==> config.mk <==
export PLATFORM = sky130hd
export DESIGN_NAME = uart_rx_flat
export DESIGN_NICKNAME = d
export VERILOG_FILES = /design/src/rtl/uart_pkg.sv /design/src/rtl/uart_rx_if.sv /design/src/rtl/sync_2ff.sv /design/src/rtl/uart_rx.sv /design/src/flat_wrapper.sv
export SDC_FILE = /design/constraint.sdc
export NUM_CORES = 1
export LEC_CHECK = 0
export ABC_AREA = 1
export BUFFER_PORTS_ARGS = -buffer_cell sky130_fd_sc_hd__buf_4
export CAP_MARGIN = 20
export CORE_ASPECT_RATIO = 1.25
export CORE_MARGIN = 10
export CORE_UTILIZATION = 30
export CTS_CLUSTER_DIAMETER = 200
export DETAILED_ROUTE_END_ITERATION = 8
export GPL_ROUTABILITY_DRIVEN = 0
export SETUP_SLACK_MARGIN = 0.15
export SLEW_MARGIN = 20
export SYNTH_ARGS = -nofsm -noshare
export SYNTH_HDL_FRONTEND = slang
export SYNTH_HIERARCHICAL = 1
export SYNTH_SLANG_ARGS = --single-unit
==> constraint.sdc <==
create_clock -name clk -period 1.85 [get_ports clk]
set_input_delay 0.0925 -clock clk [delete_from_list [all_inputs] [get_ports clk]]
set_output_delay 0.0925 -clock clk [all_outputs]
set_load 0.005 [all_outputs]
==> src/rtl/uart_pkg.sv <==
`default_nettype none
// ============================================================================
// Module   : uart_pkg
// Purpose  : Shared UART definitions used by both the transmit and receive
//            halves: the frame-level state enumeration and default frame
//            geometry constants.
// Ports    : none (package)
// Revision : 1.0 - initial release
// ============================================================================
package uart_pkg;

    // Default frame geometry: 8 payload bits, 8 oversampling ticks per bit.
    localparam int DEFAULT_DATA_BITS  = 8;
    localparam int DEFAULT_OVERSAMPLE = 8;

    // Encoded width of the frame state.
    localparam int STATE_W = 3;

    // Frame state naming shared with uart_tx.
    typedef enum logic [STATE_W-1:0] {
        UART_IDLE    = 3'd0,
        UART_START   = 3'd1,
        UART_DATA    = 3'd2,
        UART_STOP    = 3'd3,
        UART_RECOVER = 3'd4
    } uart_state_e;

endpackage
`default_nettype wire

==> src/rtl/uart_rx_if.sv <==
`default_nettype none
// ============================================================================
// Module   : uart_rx_if
// Purpose  : Bundles the receiver's baud strobe, serial line and recovered
//            byte/status signals.
// Signals  : tick_8x   - one-clk enable strobe at OVERSAMPLE x baud
//            rx_serial - asynchronous serial line, idle high
//            rx_data   - last correctly framed byte
//            rx_valid  - one-clk pulse when rx_data updates
//            frame_err - one-clk pulse on a low stop bit
//            busy      - receiver is inside a frame
// Modports : master - line/strobe source and consumer of received bytes
//            slave  - the receiver itself
// Revision : 1.0 - initial release
// ============================================================================
interface uart_rx_if
    import uart_pkg::*;
#(
    parameter int DATA_BITS = DEFAULT_DATA_BITS
);
    logic                 tick_8x;
    logic                 rx_serial;
    logic [DATA_BITS-1:0] rx_data;
    logic                 rx_valid;
    logic                 frame_err;
    logic                 busy;

    modport master (
        output tick_8x,
        output rx_serial,
        input  rx_data,
        input  rx_valid,
        input  frame_err,
        input  busy
    );

    modport slave (
        input  tick_8x,
        input  rx_serial,
        output rx_data,
        output rx_valid,
        output frame_err,
        output busy
    );

endinterface
`default_nettype wire

==> src/rtl/sync_2ff.sv <==
`default_nettype none
// ============================================================================
// Module   : sync_2ff
// Purpose  : Generic single-bit two-flop synchronizer for bringing an
//            asynchronous input into the clk domain. Both flops reset to
//            RESET_VAL so the output starts at the input's idle level.
// Ports    : clk      - destination clock
//            rst      - synchronous active-high reset
//            i_async  - asynchronous input
//            o_sync   - synchronized output (2 clk latency)
// Revision : 1.0 - initial release
// ============================================================================
module sync_2ff #(
    parameter logic RESET_VAL = 1'b1
) (
    input  logic clk,
    input  logic rst,
    input  logic i_async,
    output logic o_sync
);

    logic r_meta;
    logic r_sync;

    always_ff @(posedge clk) begin
        if (rst) begin
            r_meta <= RESET_VAL;
            r_sync <= RESET_VAL;
        end else begin
            r_meta <= i_async;
            r_sync <= r_meta;
        end
    end

    assign o_sync = r_sync;

endmodule
`default_nettype wire

==> src/rtl/uart_rx.sv <==
`default_nettype none
// ============================================================================
// Module   : uart_rx
// Purpose  : 8N1 UART receiver with OVERSAMPLE-times oversampling. Each bit
//            is sampled near its centre; good frames update rx_data with a
//            one-clk rx_valid pulse, a low stop bit gives a one-clk
//            frame_err pulse and leaves rx_data untouched.
// Ports    : clk - system clock (rising edge)
//            rst - synchronous active-high reset
//            bus - uart_rx_if slave modport (tick_8x, rx_serial in;
//                  rx_data, rx_valid, frame_err, busy out)
// Revision : 1.0 - initial release
// ============================================================================
module uart_rx
    import uart_pkg::*;
#(
    parameter int DATA_BITS  = DEFAULT_DATA_BITS,
    parameter int OVERSAMPLE = DEFAULT_OVERSAMPLE
) (
    input  logic       clk,
    input  logic       rst,
    uart_rx_if.slave   bus
);

    localparam int TICK_W = $clog2(OVERSAMPLE);
    localparam int BIT_W  = $clog2(DATA_BITS) + 1;

    localparam logic [STATE_W-1:0] c_IDLE    = UART_IDLE;
    localparam logic [STATE_W-1:0] c_START   = UART_START;
    localparam logic [STATE_W-1:0] c_DATA    = UART_DATA;
    localparam logic [STATE_W-1:0] c_STOP    = UART_STOP;
    localparam logic [STATE_W-1:0] c_RECOVER = UART_RECOVER;

    localparam logic [TICK_W-1:0] c_HALF_TICK = TICK_W'(OVERSAMPLE / 2 - 1);
    localparam logic [TICK_W-1:0] c_LAST_TICK = TICK_W'(OVERSAMPLE - 1);
    localparam logic [TICK_W-1:0] c_TICK_ONE  = TICK_W'(1);
    localparam logic [BIT_W-1:0]  c_LAST_BIT  = BIT_W'(DATA_BITS - 1);
    localparam logic [BIT_W-1:0]  c_BIT_ONE   = BIT_W'(1);

    logic                 w_rx_s;
    logic [STATE_W-1:0]   r_state;
    logic [TICK_W-1:0]    r_tick_cnt;
    logic [BIT_W-1:0]     r_bit_cnt;
    logic [DATA_BITS-1:0] r_shift;
    logic [DATA_BITS-1:0] r_data;
    logic                 r_valid;
    logic                 r_err;

    // Line idles high, so the synchronizer resets to 1 to avoid a spurious
    // start detection straight out of reset.
    sync_2ff #(
        .RESET_VAL (1'b1)
    ) u_sync (
        .clk     (clk),
        .rst     (rst),
        .i_async (bus.rx_serial),
        .o_sync  (w_rx_s)
    );

    always_ff @(posedge clk) begin
        if (rst) begin
            r_state    <= c_IDLE;
            r_tick_cnt <= '0;
            r_bit_cnt  <= '0;
            r_shift    <= '0;
            r_data     <= '0;
            r_valid    <= 1'b0;
            r_err      <= 1'b0;
        end else begin
            // Status pulses last exactly one clk regardless of tick rate.
            r_valid <= 1'b0;
            r_err   <= 1'b0;

            if (bus.tick_8x) begin
                case (r_state)
                    c_IDLE: begin
                        if (!w_rx_s) begin
                            r_state    <= c_START;
                            r_tick_cnt <= '0;
                        end
                    end

                    // Re-check the line half a bit after the falling edge so
                    // glitches shorter than that are rejected, and so later
                    // samples land at bit centres.
                    c_START: begin
                        if (r_tick_cnt == c_HALF_TICK) begin
                            if (!w_rx_s) begin
                                r_state    <= c_DATA;
                                r_tick_cnt <= '0;
                                r_bit_cnt  <= '0;
                            end else begin
                                r_state <= c_IDLE;
                            end
                        end else begin
                            r_tick_cnt <= r_tick_cnt + c_TICK_ONE;
                        end
                    end

                    // Right shift with the new bit entering at the MSB leaves
                    // the first-received (LSB) bit at position 0.
                    c_DATA: begin
                        if (r_tick_cnt == c_LAST_TICK) begin
                            r_shift    <= {w_rx_s, r_shift[DATA_BITS-1:1]};
                            r_tick_cnt <= '0;
                            r_bit_cnt  <= r_bit_cnt + c_BIT_ONE;
                            if (r_bit_cnt == c_LAST_BIT) begin
                                r_state <= c_STOP;
                            end
                        end else begin
                            r_tick_cnt <= r_tick_cnt + c_TICK_ONE;
                        end
                    end

                    // Leaving at mid-stop-bit gives half a bit of margin for
                    // a following start edge with no idle gap.
                    c_STOP: begin
                        if (r_tick_cnt == c_LAST_TICK) begin
                            r_tick_cnt <= '0;
                            if (w_rx_s) begin
                                r_data  <= r_shift;
                                r_valid <= 1'b1;
                                r_state <= c_IDLE;
                            end else begin
                                r_err   <= 1'b1;
                                r_state <= c_RECOVER;
                            end
                        end else begin
                            r_tick_cnt <= r_tick_cnt + c_TICK_ONE;
                        end
                    end

                    // A held-low line (break) must not be read as a stream
                    // of start bits; wait for the line to return high.
                    c_RECOVER: begin
                        if (w_rx_s) begin
                            r_state <= c_IDLE;
                        end
                    end

                    default: begin
                        r_state <= c_IDLE;
                    end
                endcase
            end
        end
    end

    assign bus.rx_data   = r_data;
    assign bus.rx_valid  = r_valid;
    assign bus.frame_err = r_err;
    assign bus.busy      = (r_state != c_IDLE);

endmodule
`default_nettype wire

==> src/flat_wrapper.sv <==
// flat-port wrapper written by rule: the top's interface ports become plain ports
module uart_rx_flat import uart_pkg::*;
#(
    parameter int DATA_BITS  = DEFAULT_DATA_BITS,
    parameter int OVERSAMPLE = DEFAULT_OVERSAMPLE
)
  (clk, rst, bus_tick_8x, bus_rx_serial, bus_rx_data, bus_rx_valid, bus_frame_err, bus_busy);
  uart_rx_if #(.DATA_BITS(DATA_BITS)) bus_i ();
  input  logic clk;
  input  logic rst;
  input wire logic [$bits(bus_i.tick_8x)-1:0] bus_tick_8x;
  input wire logic [$bits(bus_i.rx_serial)-1:0] bus_rx_serial;
  output wire logic [$bits(bus_i.rx_data)-1:0] bus_rx_data;
  output wire logic [$bits(bus_i.rx_valid)-1:0] bus_rx_valid;
  output wire logic [$bits(bus_i.frame_err)-1:0] bus_frame_err;
  output wire logic [$bits(bus_i.busy)-1:0] bus_busy;
  assign bus_i.tick_8x = bus_tick_8x;
  assign bus_i.rx_serial = bus_rx_serial;
  assign bus_rx_data = bus_i.rx_data;
  assign bus_rx_valid = bus_i.rx_valid;
  assign bus_frame_err = bus_i.frame_err;
  assign bus_busy = bus_i.busy;
  uart_rx #(.DATA_BITS(DATA_BITS), .OVERSAMPLE(OVERSAMPLE)) u_core (.clk(clk), .rst(rst), .bus(bus_i));
endmodule
==> flow_summary.toml <==
[outcome]
outcome = "finished, final reports clean"

[timing]
tns_ns = 0
min_period_over_period = 0.804
slew_headroom = 0.826
rsz0062_at_grt = "false"
hold_violations = 0
timing.fmax_mhz = 672
finalCriticalPeriod_ns = 1.49
setup_viol = 0
skew_ns = 0.00696
slew_violations = 0
tightest_slew_ns = 0.259

[routing]
via_count = 1195
wl_per_cell_um = 10.5
vias_per_cell = 4.53
drt_iter0_drc = 58
routed_wl_mm = 2.76
ant_nets = 0
drc = 0
dr.pass1.iters = 4

[global_route]
grt_use_met2 = 0.132
antenna_found_initial = 0
grt_max_degree = 17
grt-ovfl-total = 0
grt.met3_usage = 0.0261
grt_pass1_vias = 1137
grt_pass1_wl_mm = 4.88
grt_use_met1 = 0.0842
gr-usage-all-layers = 0.0808
grt.busiest_layer = "met2"

[yosys]
ys_seq_area_frac = 0.430
synth_cell_type_count = 27
synth_area_mm2 = 0.00140
synth-seq-cells = 30
synth_area_leaders = "dfxtp_1 43%, inv_1 8.3%, nand2_1 8.3%"
ys_warn_count = 6
synth_cells = 186
synth_top_area_frac = 0.430
syn_nets = 195
avgSynthCellArea_um2 = 7.51
netlist.top_cell.by_area = "dfxtp_1"

[floorplan]
io_pins = 15
die_y_um = 96.3
die_w_um = 81.0
initial_core_util = 0.313
die-area_mm2 = 0.00780
core_area_mm2 = 0.00446
rows = 27

[layout]
final_nets = 215
layout_common_cells = "31 x inv_1, 31 x nand2_1, 30 x dfxtp_1"
post-route-util = 0.376
syn2layout_area_growth_pct = 20.2
diodes = 0
drive_above_1_share = 0.184

[clocking]
cts.path.max_buffers = 2
h-tree-depth = 2
cts.sinks = 30
tritoncts = "yes"
root_buffer = "clkbuf_8"
cts_buffers = 5
clk_pin_slew_ns = 0.06
clk_latency_ns = 0.28

[power]
ir_worst_vdd_mv = 0.279
p_leak_nw = 0.766
power_mw = 1.75
power_density_mw_per_mm2 = 1040

[critical_path]
critPathCaptureType = "register"
crit_arrival_ns = 1.65
path_class = "reg -> reg"
cp_cell_sequence = "ha_2, ha_1, inv_1, nand3_1, nand2_1, nor2_4, nand2_1, nand2_1, a21oi_1"
cp-start-kind = "register"
crit_top_cell = "nand2_1"
worst_path_max_delay_cell = "dfxtp_1"
crit_fanout = 6
cp_slowest_stage_delay_ns = 0.35
crit_required_ns = 2.01

[placement]
portBuffers = 14
place_hpwl_mm = 2.08

[job]
max-cap-violations = 0

[hold_path]
hp-class = "in -> reg"
==> metrics by stage <==
| step | cells | worst slack (ns) | hold slack (ns) | area (µm²) |
|---|---|---|---|---|
| global route | 264 | 0.175 | 0.0422 | 1680 |
| floorplan | 186 | 0.464 | 0.162 | 1400 |
| CTS | 264 | 0.296 | 0.0209 | 1670 |
| detailed placement | 256 | 0.304 | 0.266 | 1550 |
| finish | 264 | 0.362 | 0.0312 | 1680 |
| global placement | 256 | 0.358 | 0.267 | 1550 |
==> report_power, final <==
| group | leakage [nW] | switching, mW | internal [mW] | total (mW) |
|---|---|---|---|---|
| combinational | 0.466 | 0.221 | 0.132 | 0.353 |
| sequential | 0.243 | 0.0530 | 0.689 | 0.742 |
| clock | 0.0573 | 0.223 | 0.430 | 0.653 |
| total | 0.766 | 0.497 | 1.25 | 1.75 |
==> what timing repair did <==
item                                   in CTS  in global routing
endpoints found under the hold margin       1                  0
setup endpoints to repair                   0                  3
hold buffers                                1                  0
buffers inserted                            0                  0
resized for setup                           0                  2
==> final timing paths <==
kind / startpoint / to / slack, ns / cells after the start
worst max-delay path: u_core/r_tick_cnt[0] / u_core/r_bit_cnt[2] / 0.36 / 9
worst min-delay path: rst / u_core/bus.rx_valid / 0.03 / 2
worst max register to register: u_core/r_tick_cnt[0] / u_core/r_bit_cnt[2] / 0.36 / 9
worst min register to register: u_core/u_sync/r_meta / u_core/u_sync/o_sync / 0.41 / 2
==> logic make-up after synthesis <==
kind of cell             count (synthesis)  share of synthesized area
AND/OR/NAND/NOR                         71                      0.237
AO/OA/AOI/OAI                           43                      0.170
buffers and inverters                   37                      0.117
flip-flops                              30                      0.430
adder cells (fa/ha/maj)                  5                     0.0448
==> area by class of cell <==
cell class,instances,area [µm²]
multi-input combinational,119,637
fill,482,2780
tap,58,72.6
inverter,33,125
sequential,30,601
timing repair buffer,17,130
clock buffer,6,82.6
clock inverter,1,30.0
==> state kept, by name, summed over array words and instances (netlist names), 3 cells and up <==
name                flops
u_core/r_bit_cnt        4
u_core/r_tick_cnt       3
u_core/r_shift          8
u_core/bus.rx_data      8
u_core/r_state          3
==> cell usage after synthesis <==
cell type and n:
o21ai_0 14, clkbuf_1 1, o21ai_1 1, nand3_1 15, inv_1 31, dfxtp_1 30
buf_6 1, nor3b_1 1, a21oi_2 2, nand2_1 31, nor4_1 1, a31oi_1 1
nor2_1 16, inv_2 1, ha_1 5, nor2_4 1, nand3_4 1, o21ai_2 3
nand4_2 1, nor2_2 1, clkinv_2 1, buf_1 1, buf_12 1, nand4_1 1
a21oi_1 21, o211ai_1 1, nand2_2 2
==> routing by layer <==
layer  wire length [µm]  share of wire  vias up
li1                   -              -      635
met5                  0              0        -
met3                120          0.043        7
met4                111          0.040        0
met1               1190           0.43      535
met2               1340           0.49       18
==> critical path: cells and delay by family (launching register included) <==
family / cells / cell delay [ns]
simple gates: 5 / 0.53
fa+ha+maj: 2 / 0.39
compound gates: 1 / 0.05
flops: 1 / 0.35
buf+inv: 1 / 0.06
(Power assumes the default switching activity.)
